--- config.mk ---
export PLATFORM = sky130hd
export DESIGN_NAME = alu_op_queue_flat
export DESIGN_NICKNAME = d
export VERILOG_FILES = /design/src/rtl/alu_op_queue_if.sv /design/src/rtl/alu_op_queue.sv /design/src/flat_wrapper.sv
export SDC_FILE = /design/constraint.sdc
export NUM_CORES = 1
export LEC_CHECK = 0
export BUFFER_PORTS_ARGS = -buffer_cell sky130_fd_sc_hd__buf_2
export CORE_AREA = 8 8 117 119
export DETAILED_ROUTE_END_ITERATION = 10
export DIE_AREA = 0 0 125 127
export HOLD_SLACK_MARGIN = 0.05
export PLACE_DENSITY = 0.9
export SLEW_MARGIN = 40
export SYNTH_ARGS = -nofsm -noshare
export SYNTH_HDL_FRONTEND = slang
export SYNTH_SLANG_ARGS = --single-unit
--- constraint.sdc ---
create_clock -name clk -period 9.7 [get_ports clk]
set_input_delay 1.455 -clock clk [delete_from_list [all_inputs] [get_ports clk]]
set_output_delay 1.455 -clock clk [all_outputs]
set_load 0.02 [all_outputs]
--- src/rtl/alu_op_queue_if.sv ---
// ---------------------------------------------------------------------------
// alu_op_queue_if
// Purpose : groups the decode-side (push) and ALU-side (pop) valid/ready
//           handshakes of the ALU operation queue into one bundle.
// Signals : in_valid_i/in_ready_o, in_instr_i, in_a_i, in_b_i, in_cin_i
//           out_valid_o/out_ready_i, out_instr_o, out_a_o, out_b_o, out_cin_o
// Modports: slave  - the queue itself (accepts pushes, presents the head)
//           master - the surrounding datapath (decode + ALU)
// ---------------------------------------------------------------------------
interface alu_op_queue_if #(
  parameter int REG_WIDTH = 16
);
  logic                 in_valid_i;
  logic                 in_ready_o;
  logic [3:0]           in_instr_i;
  logic [REG_WIDTH-1:0] in_a_i;
  logic [REG_WIDTH-1:0] in_b_i;
  logic                 in_cin_i;

  logic                 out_valid_o;
  logic                 out_ready_i;
  logic [3:0]           out_instr_o;
  logic [REG_WIDTH-1:0] out_a_o;
  logic [REG_WIDTH-1:0] out_b_o;
  logic                 out_cin_o;

  modport slave (
    input  in_valid_i, in_instr_i, in_a_i, in_b_i, in_cin_i, out_ready_i,
    output in_ready_o, out_valid_o, out_instr_o, out_a_o, out_b_o, out_cin_o
  );

  modport master (
    output in_valid_i, in_instr_i, in_a_i, in_b_i, in_cin_i, out_ready_i,
    input  in_ready_o, out_valid_o, out_instr_o, out_a_o, out_b_o, out_cin_o
  );
endinterface

--- src/rtl/alu_op_queue.sv ---
// ---------------------------------------------------------------------------
// alu_op_queue
// Purpose : in-order buffer of decoded ALU operations between decode and the
//           ALU. Decouples decode from ALU stalls, reports occupancy and
//           records (sticky) pushes that were refused.
// Ports   : clk        - rising-edge clock
//           reset      - asynchronous, active-high reset
//           bus        - alu_op_queue_if.slave (push and pop handshakes)
//           flush_i    - discard every entry on the next edge
//           count_o    - number of resident entries
//           full_o     - count_o == DEPTH
//           empty_o    - count_o == 0
//           push_err_o - sticky: valid presented while not ready (no flush)
// Options : ALU_OP_QUEUE_BYPASS_EN - when defined, an operation offered to an
//           empty queue while the ALU is ready passes straight through to the
//           outputs in the same cycle without being stored.
// ---------------------------------------------------------------------------
module alu_op_queue #(
  parameter int REG_WIDTH = 16,
  parameter int DEPTH     = 4
) (
  input  logic                       clk,
  input  logic                       reset,
  alu_op_queue_if.slave              bus,
  input  logic                       flush_i,
  output logic [$clog2(DEPTH+1)-1:0] count_o,
  output logic                       full_o,
  output logic                       empty_o,
  output logic                       push_err_o
);

  localparam int PtrW   = $clog2(DEPTH);
  localparam int CntW   = $clog2(DEPTH + 1);
  localparam int EntryW = 4 + 2 * REG_WIDTH + 1;

  logic [EntryW-1:0] r_mem [DEPTH];
  logic [PtrW-1:0]   r_wrPtr;
  logic [PtrW-1:0]   r_rdPtr;
  logic [CntW-1:0]   r_count;
  logic              r_pushErr;

  logic              w_full;
  logic              w_empty;
  logic              w_bypass;
  logic              w_push;
  logic              w_pop;
  logic [EntryW-1:0] w_inEntry;
  logic [EntryW-1:0] w_headEntry;

  assign w_full      = (r_count == CntW'(DEPTH));
  assign w_empty     = (r_count == '0);
  assign w_inEntry   = {bus.in_instr_i, bus.in_a_i, bus.in_b_i, bus.in_cin_i};
  assign w_headEntry = r_mem[r_rdPtr];

`ifdef ALU_OP_QUEUE_BYPASS_EN
  // An empty queue with a ready ALU hands the operation over directly.
  assign w_bypass = w_empty & bus.in_valid_i & bus.out_ready_i;
`else
  assign w_bypass = 1'b0;
`endif

  // Ready depends only on full, so a full queue refuses a push even when the
  // head is popped in the same cycle. Flush wins over both push and pop.
  assign w_push = bus.in_valid_i & ~w_full & ~w_bypass & ~flush_i;
  assign w_pop  = ~w_empty & bus.out_ready_i & ~flush_i;

  // Storage: zeroed on reset so the head reads as zero right after reset.
  always_ff @(posedge clk or posedge reset) begin
    if (reset) begin
      for (int i = 0; i < DEPTH; i++) begin
        r_mem[i] <= '0;
      end
    end else if (w_push) begin
      r_mem[r_wrPtr] <= w_inEntry;
    end
  end

  // Pointers and occupancy. DEPTH is a power of two, so the pointers wrap
  // naturally from DEPTH-1 back to 0.
  always_ff @(posedge clk or posedge reset) begin
    if (reset) begin
      r_wrPtr <= '0;
      r_rdPtr <= '0;
      r_count <= '0;
    end else if (flush_i) begin
      r_wrPtr <= '0;
      r_rdPtr <= '0;
      r_count <= '0;
    end else begin
      if (w_push) begin
        r_wrPtr <= r_wrPtr + PtrW'(1);
      end
      if (w_pop) begin
        r_rdPtr <= r_rdPtr + PtrW'(1);
      end
      r_count <= r_count + CntW'(w_push) - CntW'(w_pop);
    end
  end

  // Sticky refused-push flag; only reset clears it.
  always_ff @(posedge clk or posedge reset) begin
    if (reset) begin
      r_pushErr <= 1'b0;
    end else if (bus.in_valid_i & w_full & ~flush_i) begin
      r_pushErr <= 1'b1;
    end
  end

  // Head presentation toward the ALU (or the bypassed input when enabled).
  always_comb begin
    bus.out_valid_o = ~w_empty;
    {bus.out_instr_o, bus.out_a_o, bus.out_b_o, bus.out_cin_o} = w_headEntry;
`ifdef ALU_OP_QUEUE_BYPASS_EN
    if (w_bypass) begin
      bus.out_valid_o = 1'b1;
      {bus.out_instr_o, bus.out_a_o, bus.out_b_o, bus.out_cin_o} = w_inEntry;
    end
`endif
  end

  assign bus.in_ready_o = ~w_full;
  assign count_o        = r_count;
  assign full_o         = w_full;
  assign empty_o        = w_empty;
  assign push_err_o     = r_pushErr;

endmodule

--- src/flat_wrapper.sv ---
// flat-port wrapper written by rule: the top's interface ports become plain ports
module alu_op_queue_flat 
#(
  parameter int REG_WIDTH = 16,
  parameter int DEPTH     = 4
)
  (clk, reset, flush_i, count_o, full_o, empty_o, push_err_o, bus_in_valid_i, bus_in_instr_i, bus_in_a_i, bus_in_b_i, bus_in_cin_i, bus_out_ready_i, bus_in_ready_o, bus_out_valid_o, bus_out_instr_o, bus_out_a_o, bus_out_b_o, bus_out_cin_o);
  alu_op_queue_if #(.REG_WIDTH(REG_WIDTH)) bus_i ();
  input  logic clk;
  input  logic reset;
  input  logic flush_i;
  output logic [$clog2(DEPTH+1)-1:0] count_o;
  output logic full_o;
  output logic empty_o;
  output logic push_err_o;
  input wire logic [$bits(bus_i.in_valid_i)-1:0] bus_in_valid_i;
  input wire logic [$bits(bus_i.in_instr_i)-1:0] bus_in_instr_i;
  input wire logic [$bits(bus_i.in_a_i)-1:0] bus_in_a_i;
  input wire logic [$bits(bus_i.in_b_i)-1:0] bus_in_b_i;
  input wire logic [$bits(bus_i.in_cin_i)-1:0] bus_in_cin_i;
  input wire logic [$bits(bus_i.out_ready_i)-1:0] bus_out_ready_i;
  output wire logic [$bits(bus_i.in_ready_o)-1:0] bus_in_ready_o;
  output wire logic [$bits(bus_i.out_valid_o)-1:0] bus_out_valid_o;
  output wire logic [$bits(bus_i.out_instr_o)-1:0] bus_out_instr_o;
  output wire logic [$bits(bus_i.out_a_o)-1:0] bus_out_a_o;
  output wire logic [$bits(bus_i.out_b_o)-1:0] bus_out_b_o;
  output wire logic [$bits(bus_i.out_cin_o)-1:0] bus_out_cin_o;
  assign bus_i.in_valid_i = bus_in_valid_i;
  assign bus_i.in_instr_i = bus_in_instr_i;
  assign bus_i.in_a_i = bus_in_a_i;
  assign bus_i.in_b_i = bus_in_b_i;
  assign bus_i.in_cin_i = bus_in_cin_i;
  assign bus_i.out_ready_i = bus_out_ready_i;
  assign bus_in_ready_o = bus_i.in_ready_o;
  assign bus_out_valid_o = bus_i.out_valid_o;
  assign bus_out_instr_o = bus_i.out_instr_o;
  assign bus_out_a_o = bus_i.out_a_o;
  assign bus_out_b_o = bus_i.out_b_o;
  assign bus_out_cin_o = bus_i.out_cin_o;
  alu_op_queue #(.REG_WIDTH(REG_WIDTH), .DEPTH(DEPTH)) u_core (.clk(clk), .reset(reset), .bus(bus_i), .flush_i(flush_i), .count_o(count_o), .full_o(full_o), .empty_o(empty_o), .push_err_o(push_err_o));
endmodule
==> results.ini <==
[outcome]
outcome = finished clean

[setup_path]
rr_startpoint = u_core.count_o[2]$_DFF_PP0_
crit_required_ps = 8250
regToRegSetupSlack_ps = 7330
cp.arrival_ps = 2420
crit_fanout = 23
worstSetupPathType = flip-flop to output port
end_kind = output port
r2r_cells = 10
cp-start-kind = flip-flop
r2r-end = u_core.count_o[2]$_DFF_PP0_

[synth]
ys_ff_latch = 156
synth_largest_area_cell = dfrtp_1
synth_warnings = 0
synth_cells = 410
syn_avg_cell_area_um2 = 17.9
syn-num-nets = 459
syn_area_um2 = 7340
yosys.area.top_type_share_pct = 53.2
synthTopCellsByArea = dfrtp_1 (53%), mux2_4 (18%), mux4_2 (11%)
ys_seq_area_share_pct = 53.2
ys_types = 27

[timing]
fin_skew_ps = 5.02
worst_slack_ps = 5830
slew_headroom_pct = 46.4
period_needed_ps = 3870
slew_viol_final = 0
tightest_slew_ps = 803
tns_ps = 0
max_clock_freq_mhz = 258
rsz0062_at_grt = false
min_period_over_period_pct = 39.9
setup_viol = 0
hold-worst-slack_ps = 462
hold_viol_final = 0

[run]
drv_cap = 0

[min_path]
min_to = u_core.push_err_o$_DFFE_PP0P_
hp-class = flip-flop to flip-flop
min_from = u_core.push_err_o$_DFFE_PP0P_
holdPathStages = 1

[cts]
cts_tree = yes
postCtsHoldBufs = 0
cts_buffer_depth = 2
numCtsBuffers = 17
insertion_delay_ps = 420
path_clk_slew_ps = 60
cts_setup_buffers = 0
cts_max_level = 4
cts.repair.resized = 0
cts.sinks = 156
cts-root-buf = clkbuf_16

[die]
ios = 87
floorplan.initialDensity_pct = 62.1
rows = 40
die_h_um = 127
fp.dieW_um = 125
core_area_um2 = 11800
dieArea_um2 = 15900

[cells_and_area]
drive_gt1_share_pct = 50.8
n_fill_cell = 742
final_area_um2 = 8330
final_util_pct = 70.5
fin_cells = 651
syn_to_final_growth_pct = 13.5
diodes = 0
nets = 540

[power_and_ir_drop]
peakVddDrop_v = 0.000197
power_leakage_nw = 3.92
power.density_nw_per_um2 = 337
p_total_mw = 2.81

[global_routing]
grt_max_degree = 91
gr-usage-all-layers_pct = 18.9
grt_pass1_wl_um = 23600
antenna_found_initial = 1
grt_pass1_vias = 4323
overflow = 0

[detailed_routing]
wl_per_cell_um = 21.6
ant_nets = 0
vias = 3797
drc = 0
via_per_inst = 5.83
drt_wl_total_um = 14100
dr.pass1.iters = 4
detail_route.iter0.violations = 225

[placed_design]
dp_hpwl_um = 8620
pre_cts_slack_ps = 6220
place_congestion = 0.745
placed_cells = 619
portBuffers = 86
placed_area_um2 = 7700

-- worst max-delay path: stages, from the launching register on --
cell	delay (ps)
dfrtp_2	680
buf_4	530
mux4_2	590
buf_2	180
-- cell usage in the layout, fill, tap and decap left out --
master and n:
buf_4 1, inv_6 1, dfrtp_4 1, or3_1 1
nor3_1 1, dfrtp_2 1, fa_1 1, nor2b_1 2
bufinv_16 4, ha_1 6, dfrtp_1 154, and3_4 4
o31ai_1 1, or3b_1 1, buf_2 86, clkbuf_16 17
clkinv_2 3, a21oi_1 2, mux4_2 37, clkbuf_1 5
nand3_1 2, mux2_1 51, o311ai_0 1, a21o_1 3
nor2_1 5, xor2_1 3, and2_1 2, mux2_4 90
clkbuf_8 4, mux2_2 7, inv_1 7
-- sequential cells by signal, indices dropped and copies added, names as in the netlist --
register           count
u_core.r_rdPtr         2
u_core.r_mem         148
u_core.count_o         3
u_core.r_wrPtr         2
u_core.push_err_o      1
-- worst max-delay path by stage --
| stage | startpoint | end | slack, ps | cells past startpoint |
|---|---|---|---|---|
| finish | u_core.r_rdPtr[1]$_DFFE_PP0P_ | bus_out_a_o[1] | 5830 | 3 |
| global route | u_core.r_rdPtr[1]$_DFFE_PP0P_ | bus_out_a_o[10] | 5690 | 3 |
| detailed placement | u_core.r_rdPtr[1]$_DFFE_PP0P_ | bus_out_a_o[1] | 6220 | 3 |
| floorplan | reset | u_core.count_o[0]$_DFF_PP0_ | 4040 | 1 |
| global placement | u_core.r_rdPtr[1]$_DFFE_PP0P_ | bus_out_a_o[9] | 6230 | 3 |
| CTS | u_core.r_rdPtr[1]$_DFFE_PP0P_ | bus_out_a_o[1] | 5760 | 3 |
-- report_power, final --
part	internal [mW]	switching [mW]	total, mW
Sequential	0.921	0.193	1.11
Combinational	0.566	0.430	0.996
Clock	0.450	0.247	0.698
Total	1.94	0.870	2.81
-- cell type report --
type	count	area, um^2	share of cell area (%)
multi-input cells	220	3130	37.6
clock buffers	25	485	5.83
repair buffers	88	452	5.42
well taps	147	184	2.21
flip-flops and latches	156	3910	46.9
inverters	8	35.0	0.421
clock inverters	7	135	1.62
-- synth_stat cells, drive strengths merged --
| master | instances |
|---|---|
| dfrtp | 156 |
| and3 | 4 |
| nor3 | 1 |
| and2 | 2 |
| nand3 | 2 |
| nor2b | 2 |
| a21o | 3 |
| fa | 1 |
| a21oi | 2 |
| buf | 24 |
| mux4 | 37 |
| ha | 6 |
| or3 | 1 |
| or3b | 1 |
| clkbuf | 2 |
| nor2 | 5 |
| o311ai | 1 |
| mux2 | 148 |
| o31ai | 1 |
| xor2 | 3 |
| inv | 8 |
-- routing by layer --
layer	GRT usage (%)	routed length, um	vias up
met1	25.2	6480	2025
met5	0	13	-
met3	5.87	689	15
met4	6.45	150	2
li1	-	-	1672
met2	28.8	6760	83
-- logic make-up (layout without fill, tap and decap cells) --
family	after synthesis	after routing	synth area share (%)
AND/OR/NAND/NOR	18	18	1.55
buffers and inverters	34	128	4.28
adder cells (fa/ha/maj)	7	7	1.30
flip-flops	156	156	53.2
multiplexers	185	185	38.7
AO/OA/AOI/OAI	7	7	0.665
XOR/XNOR	3	3	0.358
No activity file was read; power rests on OpenSTA's default activity.
